File: src/rtl/seg7_cap_pkg.sv
// seg7_cap_pkg
// Shared types and widths for the seven-segment capture block.
//   SEG_W       : width of one digit's segment bus (bit 7 = decimal point)
//   FRAME_CNT_W : width of the completed-frame counter
//   ERR_CNT_W   : width of the multi-select error counter
//   IDX_W       : width of a digit index (up to 8 digits)
//   cap_state_t : frame assembly FSM states
package seg7_cap_pkg;

  localparam int SEG_W       = 8;
  localparam int FRAME_CNT_W = 16;
  localparam int ERR_CNT_W   = 8;
  localparam int IDX_W       = 3;

  typedef enum logic [1:0] {
    IDLE   = 2'd0,
    FILL   = 2'd1,
    COMMIT = 2'd2
  } cap_state_t;

endpackage

File: src/rtl/seg7_sel_decode.sv
// seg7_sel_decode
// Combinational digit-select decoder. Normalises select polarity so a set
// bit always means "selected", then classifies the pattern.
// Ports:
//   sel   in  NUM_DIGITS  raw digit-select lines
//   valid out 1           exactly one digit selected
//   none  out 1           no digit selected (blanking)
//   multi out 1           two or more digits selected
//   idx   out IDX_W       position of the selected digit when valid
module seg7_sel_decode
  import seg7_cap_pkg::*;
#(
  parameter int NUM_DIGITS     = 4,
  parameter int SEL_ACTIVE_LOW = 1
) (
  input  logic [NUM_DIGITS-1:0] sel,
  output logic                  valid,
  output logic                  none,
  output logic                  multi,
  output logic [IDX_W-1:0]      idx
);

  logic [NUM_DIGITS-1:0] norm;
  logic [3:0]            hits;

  // Count selected digits; idx keeps the last one found, which is the only
  // one whenever valid is asserted.
  always_comb begin
    norm = (SEL_ACTIVE_LOW != 0) ? ~sel : sel;
    hits = '0;
    idx  = '0;
    for (int i = 0; i < NUM_DIGITS; i++) begin
      if (norm[i]) begin
        hits = hits + 4'd1;
        idx  = IDX_W'(i);
      end
    end
    none  = (hits == 4'd0);
    valid = (hits == 4'd1);
    multi = (hits >= 4'd2);
  end

endmodule

File: src/rtl/seg7_capture_v2.sv
// seg7_capture_v2
// Captures a multiplexed seven-segment display into a full, tear-free frame.
// A digit is accepted once its {select, segments} pair has been stable for
// STABLE_CYCLES samples; when every digit has been accepted the frame is
// committed to LEDOUT_all in one step.
// Ports:
//   sysclk     in  1              clock, rising edge
//   rst        in  1              synchronous active-high reset
//   LEDSEL     in  NUM_DIGITS     digit-select lines
//   LEDOUT     in  8              segment lines, bit 7 = decimal point
//   clr_upd    in  1              clears upd (a commit in the same cycle wins)
//   LEDOUT_all out 8*NUM_DIGITS   committed frame, digit i at [8i+7:8i]
//   upd        out 1              sticky "frame changed" flag
//   frame_cnt  out 16             completed frames, wraps
//   err_cnt    out 8              multi-select events, saturating
// Optional feature: define SEG7_CAP_ERRCNT_EN to build the error counter;
// otherwise err_cnt is constant 0.
module seg7_capture_v2
  import seg7_cap_pkg::*;
#(
  parameter int NUM_DIGITS     = 4,
  parameter int STABLE_CYCLES  = 4,
  parameter int SEL_ACTIVE_LOW = 1
) (
  input  logic                          sysclk,
  input  logic                          rst,
  input  logic [NUM_DIGITS-1:0]         LEDSEL,
  input  logic [SEG_W-1:0]              LEDOUT,
  input  logic                          clr_upd,
  output logic [SEG_W*NUM_DIGITS-1:0]   LEDOUT_all,
  output logic                          upd,
  output logic [FRAME_CNT_W-1:0]        frame_cnt,
  output logic [ERR_CNT_W-1:0]          err_cnt
);

  localparam int FRAME_W = SEG_W * NUM_DIGITS;
  localparam logic [7:0] STABLE_C = 8'(STABLE_CYCLES);
  // Reset the select copies to "nothing selected" so reset itself never
  // looks like a multi-select pattern.
  localparam logic [NUM_DIGITS-1:0] SEL_IDLE =
    (SEL_ACTIVE_LOW != 0) ? {NUM_DIGITS{1'b1}} : {NUM_DIGITS{1'b0}};

  logic [NUM_DIGITS-1:0] sel_q, sel_prev;
  logic [SEG_W-1:0]      seg_q, seg_prev;
  logic                  dec_valid, dec_none, dec_multi;
  logic [IDX_W-1:0]      dec_idx;
  logic [7:0]            stab_cnt, stab_next;
  logic                  changed, capture;
  cap_state_t            state;
  logic [NUM_DIGITS-1:0] mask;
  logic [FRAME_W-1:0]    work;

  // Single input register stage plus a delayed copy used to detect changes.
  always_ff @(posedge sysclk) begin
    if (rst) begin
      sel_q    <= SEL_IDLE;
      seg_q    <= '0;
      sel_prev <= SEL_IDLE;
      seg_prev <= '0;
    end else begin
      sel_q    <= LEDSEL;
      seg_q    <= LEDOUT;
      sel_prev <= sel_q;
      seg_prev <= seg_q;
    end
  end

  seg7_sel_decode #(
    .NUM_DIGITS     (NUM_DIGITS),
    .SEL_ACTIVE_LOW (SEL_ACTIVE_LOW)
  ) u_decode (
    .sel   (sel_q),
    .valid (dec_valid),
    .none  (dec_none),
    .multi (dec_multi),
    .idx   (dec_idx)
  );

  // A changed pair counts as the first sample of a new dwell. Capture fires
  // only on the step that reaches STABLE_C, so a long dwell captures once.
  always_comb begin
    changed   = (sel_q != sel_prev) || (seg_q != seg_prev);
    stab_next = stab_cnt;
    if (dec_none)
      stab_next = 8'd0;
    else if (changed)
      stab_next = 8'd1;
    else if (stab_cnt != STABLE_C)
      stab_next = stab_cnt + 8'd1;
    capture = dec_valid && (stab_next == STABLE_C) &&
              (changed || (stab_cnt != STABLE_C));
  end

  // Stability counter register.
  always_ff @(posedge sysclk) begin
    if (rst) stab_cnt <= 8'd0;
    else     stab_cnt <= stab_next;
  end

  // Frame assembly FSM with working buffer, mask and committed outputs.
  // The mask clear in COMMIT is overridden by a same-cycle capture, which
  // starts the next frame.
  always_ff @(posedge sysclk) begin
    if (rst) begin
      state      <= IDLE;
      mask       <= '0;
      work       <= '0;
      LEDOUT_all <= '0;
      frame_cnt  <= '0;
      upd        <= 1'b0;
    end else begin
      case (state)
        IDLE:    if (capture || (mask != '0)) state <= FILL;
        FILL:    if (&mask) state <= COMMIT;
        COMMIT:  state <= IDLE;
        default: state <= IDLE;
      endcase

      if (state == COMMIT) begin
        mask       <= '0;
        LEDOUT_all <= work;
        frame_cnt  <= frame_cnt + FRAME_CNT_W'(1);
      end

      for (int i = 0; i < NUM_DIGITS; i++) begin
        if (capture && (dec_idx == IDX_W'(i))) begin
          mask[i]                <= 1'b1;
          work[i*SEG_W +: SEG_W] <= seg_q;
        end
      end

      if ((state == COMMIT) && (work != LEDOUT_all))
        upd <= 1'b1;
      else if (clr_upd)
        upd <= 1'b0;
    end
  end

`ifdef SEG7_CAP_ERRCNT_EN
  logic multi_prev;

  // Count entries into a multi-select pattern, saturating at all ones.
  always_ff @(posedge sysclk) begin
    if (rst) begin
      multi_prev <= 1'b0;
      err_cnt    <= '0;
    end else begin
      multi_prev <= dec_multi;
      if (dec_multi && !multi_prev && (err_cnt != '1))
        err_cnt <= err_cnt + ERR_CNT_W'(1);
    end
  end
`else
  // Multi-select only feeds the error counter, which is compiled out here.
  logic unused_multi;
  assign unused_multi = dec_multi;
  assign err_cnt      = '0;
`endif

endmodule

File: config.mk
export PLATFORM = sky130hd
export DESIGN_NAME = seg7_capture_v2
export DESIGN_NICKNAME = d
export VERILOG_FILES = /design/src/rtl/seg7_cap_pkg.sv /design/src/rtl/seg7_sel_decode.sv /design/src/rtl/seg7_capture_v2.sv
export SDC_FILE = /design/constraint.sdc
export NUM_CORES = 1
export LEC_CHECK = 0
export BUFFER_PORTS_ARGS = -buffer_cell sky130_fd_sc_hd__buf_4
export CORE_MARGIN = 5
export CORE_UTILIZATION = 55
export DETAILED_ROUTE_END_ITERATION = 16
export PLACE_DENSITY = 0.78
export SETUP_SLACK_MARGIN = 0.3
export SLEW_MARGIN = 15
export SYNTH_ARGS = -nofsm -noshare
export SYNTH_HDL_FRONTEND = slang
export SYNTH_SLANG_ARGS = --single-unit
File: constraint.sdc
create_clock -name sysclk -period 2.61 [get_ports sysclk]
set_input_delay 0.1305 -clock sysclk [delete_from_list [all_inputs] [get_ports sysclk]]
set_output_delay 0.1305 -clock sysclk [all_outputs]
set_load 0.03 [all_outputs]
==> metrics.txt, run 1 <==
# TYPE chip_impl_metric gauge
chip_impl_metric{name="cts-buffers-inserted",unit=""} 17
chip_impl_metric{name="path_clk_slew",unit="ns"} 0.06
chip_impl_metric{name="irDropWorstVdd",unit="mV"} 0.474
chip_impl_metric{name="floorplan.initialDensity",unit=""} 0.569
chip_impl_metric{name="post_detailed_route_wirelength_per_cell",unit="um"} 16.5
chip_impl_metric{name="layout-area-overhead-vs-synth",unit="%"} 27.8
chip_impl_metric{name="global_route.usage.met1",unit=""} 0.278
chip_impl_metric{name="grt_max_degree",unit=""} 72
chip_impl_metric{name="clock-skew-final",unit="ns"} 0.00631
chip_impl_info{name="tritoncts",value="yes"} 1
chip_impl_info{name="grt.busiest_layer",value="met2"} 1
chip_impl_metric{name="nFillCells",unit=""} 644
chip_impl_metric{name="cts_max_level",unit=""} 4
chip_impl_info{name="worstReg2RegEnd",value="work[9]"} 1
chip_impl_metric{name="finalMaxSlewViolations",unit=""} 0
chip_impl_metric{name="p_leak",unit="nW"} 2.93
chip_impl_metric{name="finalHoldViolations",unit=""} 0
chip_impl_metric{name="placement.io_buffers",unit=""} 63
chip_impl_metric{name="share_of_cells_above_drive_strength_1",unit=""} 0.207
chip_impl_metric{name="reg2reg_depth",unit=""} 8
chip_impl_metric{name="worst_ep_arrival_time",unit="ns"} 2.74
chip_impl_metric{name="finalSetupViolCount",unit=""} 0
chip_impl_info{name="class_of_the_tightest_hold_or_removal_check",value="in -> reg"} 1
chip_impl_metric{name="clk_path_buf_depth",unit=""} 2
chip_impl_metric{name="initialDrtViolationCount",unit=""} 213
chip_impl_metric{name="achievable-frequency",unit="GHz"} 0.427
chip_impl_info{name="ys_top_cells_by_area",value="sky130_fd_sc_hd__dfxtp_1 48%, sky130_fd_sc_hd__nand2_1 9.3%, sky130_fd_sc_hd__xor2_1 8.3%, sky130_fd_sc_hd__mux2i_1 6.4%, sky130_fd_sc_hd__a21oi_1 4.0%"} 1
chip_impl_metric{name="worst_slew_margin_rel",unit=""} 0.514
chip_impl_metric{name="finish.instance_area",unit="um^2"} 6370
chip_impl_metric{name="ys_ff_latch",unit=""} 119
chip_impl_info{name="ctsRootBufferMaster",value="sky130_fd_sc_hd__clkbuf_8"} 1
chip_impl_metric{name="insertion_delay",unit="ns"} 0.53
chip_impl_metric{name="synthesis.area",unit="um^2"} 4990
chip_impl_metric{name="register_area",unit="um^2"} 2390
chip_impl_metric{name="ys_warn_count",unit=""} 0
chip_impl_metric{name="worst_ep_required",unit="ns"} 3.01
chip_impl_metric{name="hold_ws",unit="ns"} 0.0831
chip_impl_metric{name="place.detailed.instances",unit=""} 707
chip_impl_info{name="end_kind",value="flop"} 1
chip_impl_metric{name="post-synth-top-area-fraction",unit=""} 0.478
chip_impl_metric{name="grtUsageMet2",unit=""} 0.386
chip_impl_metric{name="gr-total-overflow",unit=""} 0
chip_impl_metric{name="power.density",unit="nW/um^2"} 701
chip_impl_metric{name="synth_area_per_cell",unit="um^2"} 9.00
chip_impl_metric{name="timing.hold.worst_path_depth",unit=""} 4
chip_impl_info{name="holdPathEnd",value="work[23]"} 1
chip_impl_metric{name="nNetsFinal",unit=""} 660
chip_impl_metric{name="post-route-drc-count",unit=""} 0
chip_impl_metric{name="post_synth_inst_count",unit=""} 554
chip_impl_metric{name="worst-path-max-fanout",unit=""} 5
chip_impl_metric{name="vias",unit=""} 4098
chip_impl_metric{name="antenna_found_initial",unit=""} 1
chip_impl_metric{name="global_route.usage.total",unit=""} 0.229
chip_impl_info{name="synth_top_area_cell",value="sky130_fd_sc_hd__dfxtp_1"} 1
chip_impl_metric{name="preCtsSetupSlack",unit="ns"} 0.144
chip_impl_metric{name="multiInputGateArea",unit="um^2"} 2430
chip_impl_metric{name="total_iterations_of_the_first_detailed_routing_run",unit=""} 5
chip_impl_metric{name="route.antenna.remaining_nets",unit=""} 0
chip_impl_metric{name="floorplan.die.height",unit="um"} 105
chip_impl_info{name="worst_setup_path_start_kind",value="flop"} 1
chip_impl_metric{name="post-route-min-period",unit="ns"} 2.34
chip_impl_metric{name="die_width",unit="um"} 105
chip_impl_metric{name="rows",unit=""} 34
chip_impl_metric{name="part_of_the_yosys_area_used_for_sequential_elements",unit=""} 0.478
chip_impl_info{name="hp-start",value="rst"} 1
chip_impl_metric{name="finalCoreUtilization",unit=""} 0.727
chip_impl_info{name="status",value="finished clean"} 1
chip_impl_info{name="reg2reg_from",value="sel_q[1]"} 1
chip_impl_metric{name="worst_case_register_to_register_setup_slack",unit="ns"} 0.27
chip_impl_metric{name="grt_pass1_wl",unit="um"} 20500
chip_impl_metric{name="final_gp_congestion",unit=""} 0.831
chip_impl_metric{name="core-area",unit="um^2"} 8760
chip_impl_metric{name="avgViaCountPerCell",unit=""} 5.39
chip_impl_metric{name="maxCapViolations",unit=""} 0
chip_impl_metric{name="final_cell_count_no_fill",unit=""} 761
chip_impl_metric{name="design.portCount",unit=""} 72
chip_impl_metric{name="final.setup.tns",unit="ns"} 0
chip_impl_metric{name="p_total",unit="mW"} 4.47
chip_impl_metric{name="worst_slew_pin_slew",unit="ns"} 0.730
chip_impl_metric{name="final_critical_path_setup_slack",unit="ns"} 0.266
chip_impl_metric{name="wirelength",unit="um"} 12500
chip_impl_metric{name="grtUsageMet3",unit=""} 0.0636
chip_impl_metric{name="synth_cell_type_count",unit=""} 43
chip_impl_metric{name="cts.sinks",unit=""} 119
chip_impl_metric{name="die_area",unit="um^2"} 11100
chip_impl_metric{name="placed_cell_area",unit="um^2"} 5510
chip_impl_metric{name="final_min_period_over_clock_period",unit=""} 0.898
chip_impl_info{name="setup.worst_path.class",value="reg -> reg"} 1
chip_impl_metric{name="grt_pass1_vias",unit=""} 4166
chip_impl_info{name="unrepaired_setup_endpoints_after_global_routing",value="true"} 1
chip_impl_metric{name="dp_hpwl",unit="um"} 7790
## cells in the final DEF (no fill, tap or decap), types with 5 or more instances in the layout
master,synthesis,final
sky130_fd_sc_hd__ha_1,6,5
sky130_fd_sc_hd__inv_6,0,6
sky130_fd_sc_hd__nand3_1,10,10
sky130_fd_sc_hd__nand2_1,123,123
sky130_fd_sc_hd__xnor2_1,21,21
sky130_fd_sc_hd__or2_2,7,7
sky130_fd_sc_hd__inv_1,13,11
sky130_fd_sc_hd__nor4_1,9,9
sky130_fd_sc_hd__buf_4,8,78
sky130_fd_sc_hd__conb_1,1,8
sky130_fd_sc_hd__and3_1,6,6
sky130_fd_sc_hd__nor2_1,26,26
sky130_fd_sc_hd__nand4_1,15,15
sky130_fd_sc_hd__nor3_1,7,7
sky130_fd_sc_hd__mux2i_1,32,31
sky130_fd_sc_hd__a21oi_1,40,40
sky130_fd_sc_hd__clkbuf_16,0,16
sky130_fd_sc_hd__dfxtp_1,119,116
sky130_fd_sc_hd__dlygate4sd3_1,0,13
sky130_fd_sc_hd__nor2b_1,9,8
sky130_fd_sc_hd__xor2_1,47,47
## area by class of cell
cell class | instances | area share
clock buffer | 18 | 0.0671
clock inverter | 14 | 0.0292
antenna | 1 | 0.000393
tap | 108 | 0.0212
timing repair buffer | 94 | 0.118
multi-input combinational | 393 | 0.382
inverter | 14 | 0.00824
sequential | 119 | 0.374
## power by group
group          switching (mW)  total [mW]  internal (mW)  leakage [nW]
Combinational           0.112       0.196         0.0841          1.67
Clock                   0.912        2.42           1.51         0.296
Sequential             0.0148        1.85           1.84         0.963
## routing by layer
layer	vias up	share of wire
li1	1994	-
met1	1939	0.41
met2	140	0.50
met3	25	0.064
met4	0	0.022
met5	-	0
## what timing repair did
action	in CTS	in global routing
hold buffers	13	0
hold endpoints to repair	13	0
buffers inserted	3	4
endpoints found under the setup margin	44	33
resized for setup	10	7
cloned	1	0
pin swaps	1	0
## flip-flops by register name, summed over array words and instances, names as in the netlist
| name | flops |
|---|---|
| work | 32 |
| sel_prev | 4 |
| stab_cnt | 8 |
| seg_q | 8 |
| sel_q | 4 |
| mask | 4 |
| upd | 1 |
| seg_prev | 8 |
| LEDOUT_all | 32 |
| state | 2 |
| frame_cnt | 16 |
## kinds of logic (layout without fill, tap and decap cells)
kind of cell / Yosys count / count (layout) / synth area share
xor+xnor: 69 / 69 / 0.124
other cells: 1 / 9 / 0.000752
mux: 32 / 32 / 0.0642
simple gates: 224 / 224 / 0.206
fa+ha+maj: 6 / 6 / 0.0151
flops: 119 / 119 / 0.478
buf+inv: 49 / 140 / 0.0477
compound gates: 54 / 54 / 0.0645
## how the worst max path moves through the flow
stage,start,endpoint,slack (ns),cells after the start
after floorplan,sel_q[1],state[0],0.32,8
after detailed placement,sel_q[1],state[0],0.14,8
after CTS,sel_q[1],work[11],0.31,8
after global routing,sel_q[0],work[9],0.17,8
after global placement,sel_q[1],state[0],0.23,8
final,sel_q[1],work[9],0.27,8
## synthesized netlist by cell type
| cell type | instances |
|---|---|
| sky130_fd_sc_hd__nand2_1 | 123 |
| sky130_fd_sc_hd__a211oi_1 | 1 |
| sky130_fd_sc_hd__o21ai_0 | 4 |
| sky130_fd_sc_hd__nand4_1 | 15 |
| sky130_fd_sc_hd__inv_1 | 13 |
| sky130_fd_sc_hd__a2111oi_2 | 1 |
| sky130_fd_sc_hd__xor2_1 | 47 |
| sky130_fd_sc_hd__a211oi_4 | 1 |
| sky130_fd_sc_hd__o211ai_1 | 2 |
| sky130_fd_sc_hd__buf_2 | 1 |
| sky130_fd_sc_hd__o21a_1 | 1 |
| sky130_fd_sc_hd__or4_1 | 1 |
| sky130_fd_sc_hd__nand3_1 | 10 |
| sky130_fd_sc_hd__a211o_1 | 1 |
| sky130_fd_sc_hd__dfxtp_1 | 119 |
| sky130_fd_sc_hd__nor3_2 | 1 |
| sky130_fd_sc_hd__buf_6 | 3 |
| sky130_fd_sc_hd__conb_1 | 1 |
| sky130_fd_sc_hd__a2111oi_0 | 1 |
| sky130_fd_sc_hd__mux2i_1 | 32 |
| sky130_fd_sc_hd__a211o_2 | 1 |
| sky130_fd_sc_hd__clkinv_1 | 1 |
| sky130_fd_sc_hd__nor2_1 | 26 |
| sky130_fd_sc_hd__clkbuf_1 | 21 |
| sky130_fd_sc_hd__nor2b_1 | 9 |
| sky130_fd_sc_hd__or3_1 | 1 |
| sky130_fd_sc_hd__nor4_1 | 9 |
| sky130_fd_sc_hd__a21oi_1 | 40 |
| sky130_fd_sc_hd__or4_4 | 1 |
| sky130_fd_sc_hd__buf_1 | 2 |
| sky130_fd_sc_hd__xnor2_1 | 21 |
| sky130_fd_sc_hd__and4_1 | 3 |
| sky130_fd_sc_hd__nand3b_1 | 1 |
| sky130_fd_sc_hd__or2_2 | 7 |
| sky130_fd_sc_hd__nor3b_1 | 1 |
| sky130_fd_sc_hd__a221oi_1 | 1 |
| sky130_fd_sc_hd__buf_4 | 8 |
| sky130_fd_sc_hd__and3_1 | 6 |
| sky130_fd_sc_hd__xnor3_1 | 1 |
| sky130_fd_sc_hd__or2b_1 | 1 |
| sky130_fd_sc_hd__nor3_1 | 7 |
| sky130_fd_sc_hd__nand2b_1 | 2 |
| sky130_fd_sc_hd__ha_1 | 6 |
## worst max-delay path, cell delays in order (launching register included)
cell and delay [ns]:
sky130_fd_sc_hd__dfxtp_2 0.33, sky130_fd_sc_hd__inv_2 0.06, sky130_fd_sc_hd__ha_4 0.27, sky130_fd_sc_hd__xnor3_1 0.23, sky130_fd_sc_hd__or4_4 0.52, sky130_fd_sc_hd__a211oi_4 0.22
sky130_fd_sc_hd__nand4_1 0.22, sky130_fd_sc_hd__buf_6 0.22, sky130_fd_sc_hd__mux2i_2 0.14
Power figures use the tool's default switching activity.
==> inputs of run 2 (changes only) <==
--- a/config.mk
+++ b/config.mk
@@ -5,13 +5,13 @@
 export SDC_FILE = /design/constraint.sdc
 export NUM_CORES = 1
 export LEC_CHECK = 0
+export ABC_AREA = 1
 export BUFFER_PORTS_ARGS = -buffer_cell sky130_fd_sc_hd__buf_4
 export CORE_MARGIN = 5
-export CORE_UTILIZATION = 55
+export CORE_UTILIZATION = 41
 export DETAILED_ROUTE_END_ITERATION = 16
-export PLACE_DENSITY = 0.78
+export PLACE_DENSITY = 0.61
 export SETUP_SLACK_MARGIN = 0.3
-export SLEW_MARGIN = 15
 export SYNTH_ARGS = -nofsm -noshare
 export SYNTH_HDL_FRONTEND = slang
 export SYNTH_SLANG_ARGS = --single-unit
==> metrics.txt, run 2 <==
# TYPE chip_impl_metric gauge
chip_impl_info{name="status",value="finished clean"} 1
chip_impl_metric{name="cts.sinks",unit=""} 119
chip_impl_metric{name="post-route-min-period",unit="ns"} 2.50
chip_impl_info{name="synthFlopType",value="sky130_fd_sc_hd__dfxtp_1"} 1
chip_impl_metric{name="worst_slew_pin_slew",unit="ns"} 0.956
chip_impl_info{name="ys_top_cells_by_area",value="sky130_fd_sc_hd__dfxtp_1 44%, sky130_fd_sc_hd__nand2_1 12%, sky130_fd_sc_hd__nor2_1 9.1%, sky130_fd_sc_hd__inv_1 6.3%, sky130_fd_sc_hd__a21oi_1 4.4%"} 1
chip_impl_metric{name="gr-total-overflow",unit=""} 0
chip_impl_metric{name="maxCapViolations",unit=""} 0
chip_impl_metric{name="post-synth-top-area-fraction",unit=""} 0.440
chip_impl_metric{name="cts_max_level",unit=""} 4
chip_impl_info{name="end_kind",value="flop"} 1
chip_impl_metric{name="worst_case_register_to_register_setup_slack",unit="ns"} 0.11
chip_impl_metric{name="cts-buffers-inserted",unit=""} 17
chip_impl_metric{name="reg2reg_depth",unit=""} 20
chip_impl_metric{name="grt_pass1_wl",unit="um"} 23200
chip_impl_metric{name="avgViaCountPerCell",unit=""} 4.65
chip_impl_metric{name="core-area",unit="um^2"} 13100
chip_impl_metric{name="placed_cell_area",unit="um^2"} 6000
chip_impl_metric{name="layout-area-overhead-vs-synth",unit="%"} 33.2
chip_impl_metric{name="final_gp_congestion",unit=""} 0.844
chip_impl_metric{name="p_leak",unit="nW"} 3.45
chip_impl_metric{name="ys_warn_count",unit=""} 0
chip_impl_info{name="worst_path_max_delay_cell",value="sky130_fd_sc_hd__dfxtp_2"} 1
chip_impl_metric{name="rows",unit=""} 42
chip_impl_metric{name="worst_ep_required",unit="ns"} 2.95
chip_impl_metric{name="critical_path_cell_count",unit=""} 20
chip_impl_metric{name="path_clk_slew",unit="ns"} 0.05
chip_impl_metric{name="asyncSetResetFlopFracSynth",unit=""} 0
chip_impl_info{name="unrepaired_setup_endpoints_after_global_routing",value="true"} 1
chip_impl_metric{name="place.detailed.instances",unit=""} 973
chip_impl_metric{name="finalHoldViolations",unit=""} 0
chip_impl_metric{name="worst_ep_arrival_time",unit="ns"} 2.83
chip_impl_metric{name="placement.io_buffers",unit=""} 63
chip_impl_info{name="critPathTopFamily",value="simple AND/OR/NAND/NOR gates"} 1
chip_impl_metric{name="clock-skew-final",unit="ns"} 0.0110
chip_impl_metric{name="post_detailed_route_wirelength_per_cell",unit="um"} 12.9
chip_impl_info{name="worst_setup_path_endpoint",value="work[28]"} 1
chip_impl_metric{name="synthesis.area",unit="um^2"} 5420
chip_impl_metric{name="post_synth_inst_count",unit=""} 755
chip_impl_metric{name="grt_max_degree",unit=""} 53
chip_impl_metric{name="final.setup.tns",unit="ns"} 0
chip_impl_info{name="worstReg2RegEnd",value="work[28]"} 1
chip_impl_metric{name="share_of_cells_above_drive_strength_1",unit=""} 0.231
chip_impl_metric{name="part_of_the_yosys_area_used_for_sequential_elements",unit=""} 0.440
chip_impl_metric{name="finish.instance_area",unit="um^2"} 7220
chip_impl_metric{name="route.antenna.remaining_nets",unit=""} 0
chip_impl_metric{name="design.portCount",unit=""} 72
chip_impl_metric{name="finalCoreUtilization",unit=""} 0.552
chip_impl_metric{name="wirelength",unit="um"} 13500
chip_impl_info{name="class_of_the_tightest_hold_or_removal_check",value="in -> reg"} 1
chip_impl_metric{name="nNetsFinal",unit=""} 874
chip_impl_info{name="mostFrequentLayoutCells",value="157 x sky130_fd_sc_hd__nand2_1, 120 x sky130_fd_sc_hd__nor2_1, 117 x sky130_fd_sc_hd__dfxtp_1"} 1
chip_impl_info{name="synth.most_common_cell",value="sky130_fd_sc_hd__nand2_1"} 1
chip_impl_metric{name="antenna_found_initial",unit=""} 0
chip_impl_metric{name="synth_cell_type_count",unit=""} 34
chip_impl_metric{name="achievable-frequency",unit="GHz"} 0.400
chip_impl_metric{name="final_min_period_over_clock_period",unit=""} 0.957
chip_impl_metric{name="finalMaxSlewViolations",unit=""} 0
chip_impl_info{name="worst_setup_path_start_kind",value="flop"} 1
chip_impl_metric{name="worst-path-max-fanout",unit=""} 9
chip_impl_metric{name="floorplan.initialDensity",unit=""} 0.414
chip_impl_metric{name="floorplan.die.height",unit="um"} 125
chip_impl_metric{name="final_cell_count_no_fill",unit=""} 1042
chip_impl_metric{name="ys_ff_latch",unit=""} 119
chip_impl_metric{name="grt_pass1_vias",unit=""} 4825
chip_impl_info{name="critical_path.startpoint",value="sel_q[0]"} 1
chip_impl_info{name="layout.cells.most_common",value="sky130_fd_sc_hd__nand2_1"} 1
chip_impl_metric{name="finalSetupViolCount",unit=""} 0
chip_impl_metric{name="post-route-drc-count",unit=""} 0
chip_impl_metric{name="power.density",unit="nW/um^2"} 622
chip_impl_metric{name="hold_ws",unit="ns"} 0.120
chip_impl_metric{name="worst_slew_margin_rel",unit=""} 0.360
chip_impl_metric{name="insertion_delay",unit="ns"} 0.41
chip_impl_info{name="synth.top_cells.by_count",value="177 x sky130_fd_sc_hd__nand2_1, 132 x sky130_fd_sc_hd__nor2_1, 119 x sky130_fd_sc_hd__dfxtp_1, 91 x sky130_fd_sc_hd__inv_1, 48 x sky130_fd_sc_hd__a21oi_1"} 1
chip_impl_metric{name="critical_path.n_buffers_inverters",unit=""} 8
chip_impl_info{name="setup.worst_path.class",value="reg -> reg"} 1
chip_impl_info{name="reg2reg_from",value="sel_q[0]"} 1
chip_impl_info{name="path_cells",value="inv_4 -> ha_4 -> inv_2 -> nand2_2 -> buf_4 -> buf_4 -> buf_4 -> nand3_2 -> nand2_2 -> inv_2 -> nand2_2 -> nor2_4 -> nand2_4 -> nor2_8 -> buf_12 -> buf_12 -> nand4_4 -> nand2_1 -> nand2_1 -> nor2_1"} 1
chip_impl_info{name="ctsRootBufferMaster",value="sky130_fd_sc_hd__clkbuf_16"} 1
chip_impl_metric{name="crit_path_max_incr_delay",unit="ns"} 0.35
chip_impl_metric{name="num_antenna_cells",unit=""} 0
chip_impl_metric{name="synth_area_per_cell",unit="um^2"} 7.17
chip_impl_metric{name="die_width",unit="um"} 125
chip_impl_metric{name="clk_path_buf_depth",unit=""} 2
chip_impl_metric{name="die_area",unit="um^2"} 15600
chip_impl_info{name="layout_top_registers",value="LEDOUT_all (32), work (32), frame_cnt (16)"} 1
chip_impl_metric{name="vias",unit=""} 4841
chip_impl_metric{name="synth_edf_count",unit=""} 0
chip_impl_info{name="synth_top_area_cell",value="sky130_fd_sc_hd__dfxtp_1"} 1
chip_impl_metric{name="global_route.usage.total",unit=""} 0.181
chip_impl_metric{name="dp_hpwl",unit="um"} 8590
chip_impl_metric{name="initialDrtViolationCount",unit=""} 273
chip_impl_metric{name="total_iterations_of_the_first_detailed_routing_run",unit=""} 5
chip_impl_info{name="tritoncts",value="yes"} 1
chip_impl_metric{name="irDropWorstVdd",unit="mV"} 0.395
[run 2: cell types whose count changed after synthesis, moves of 7 or more]
cell,delta
sky130_fd_sc_hd__inv_2,+11
sky130_fd_sc_hd__nor2_1,+106
sky130_fd_sc_hd__inv_1,+78
sky130_fd_sc_hd__nand2_1,+54
sky130_fd_sc_hd__a21oi_1,+8
sky130_fd_sc_hd__clkbuf_1,-7
sky130_fd_sc_hd__mux2i_1,-32
sky130_fd_sc_hd__nor2b_1,-9
sky130_fd_sc_hd__xor2_1,-32
sky130_fd_sc_hd__xnor2_1,-8
sky130_fd_sc_hd__o21ai_0,+38
[run 2: area by class of cell]
type	count	area (um^2)
Timing Repair Buffer	102	943
Inverter	102	388
Multi-Input combinational cell	511	2680
Sequential cell	119	2380
Clock inverter	8	120
Fill cell	1161	5870
Tap cell	176	220
Clock buffer	24	482
[run 2: through the flow]
stage / total power, mW / worst slack (ns)
after detailed placement: 2.09 / 0.106
after global placement: 2.08 / 0.171
final: 4.49 / 0.113
after floorplan: 2.04 / 0.359
after global routing: 4.65 / -0.0415
after CTS: 4.51 / 0.183
[run 2: worst min-delay path by stage]
| stage | start | slack [ns] | cells after the start | endpoint |
|---|---|---|---|---|
| 2_1_floorplan | LEDSEL[1] | 0.23 | 1 | sel_q[1] |
| 3_3_place_gp | LEDSEL[3] | 0.32 | 2 | sel_q[3] |
| 3_5_place_dp | LEDSEL[3] | 0.32 | 2 | sel_q[3] |
| 4_1_cts | rst | 0.11 | 2 | seg_q[0] |
| 5_1_grt | rst | 0.13 | 2 | seg_q[6] |
| 6_report | rst | 0.12 | 2 | seg_q[6] |
[run 2: layer usage]
metal	vias to the layer above	share of wire	global-route usage
met3	14	0.046	0.0482
met4	0	0.015	0.0561
met1	2197	0.46	0.228
met2	113	0.48	0.305
li1	2517	-	-
met5	-	0	0
[run 2: cells by family after synthesis]
logic type / count (synthesis) / synth area share
other: 1 / 0.000692
adder cells (fa/ha/maj): 6 / 0.0139
XOR/XNOR: 30 / 0.0513
AO/OA/AOI/OAI: 95 / 0.0889
flip-flops: 119 / 0.440
buffers and inverters: 134 / 0.107
AND/OR/NAND/NOR: 370 / 0.298
[run 2: report_power, final]
group | leakage [nW] | internal, mW | switching, mW
Clock | 0.290 | 1.57 | 0.798
Combinational | 2.20 | 0.102 | 0.143
Sequential | 0.963 | 1.84 | 0.0346
[run 2: what timing repair did]
action                     in CTS  in global routing
setup endpoints to repair      36                 43
buffers inserted               17                  1
cloned                          5                  1
hold buffers                   13                  0
gates resized for setup        32                 27
pin swaps                      16                 12
hold endpoints to repair       13                  0
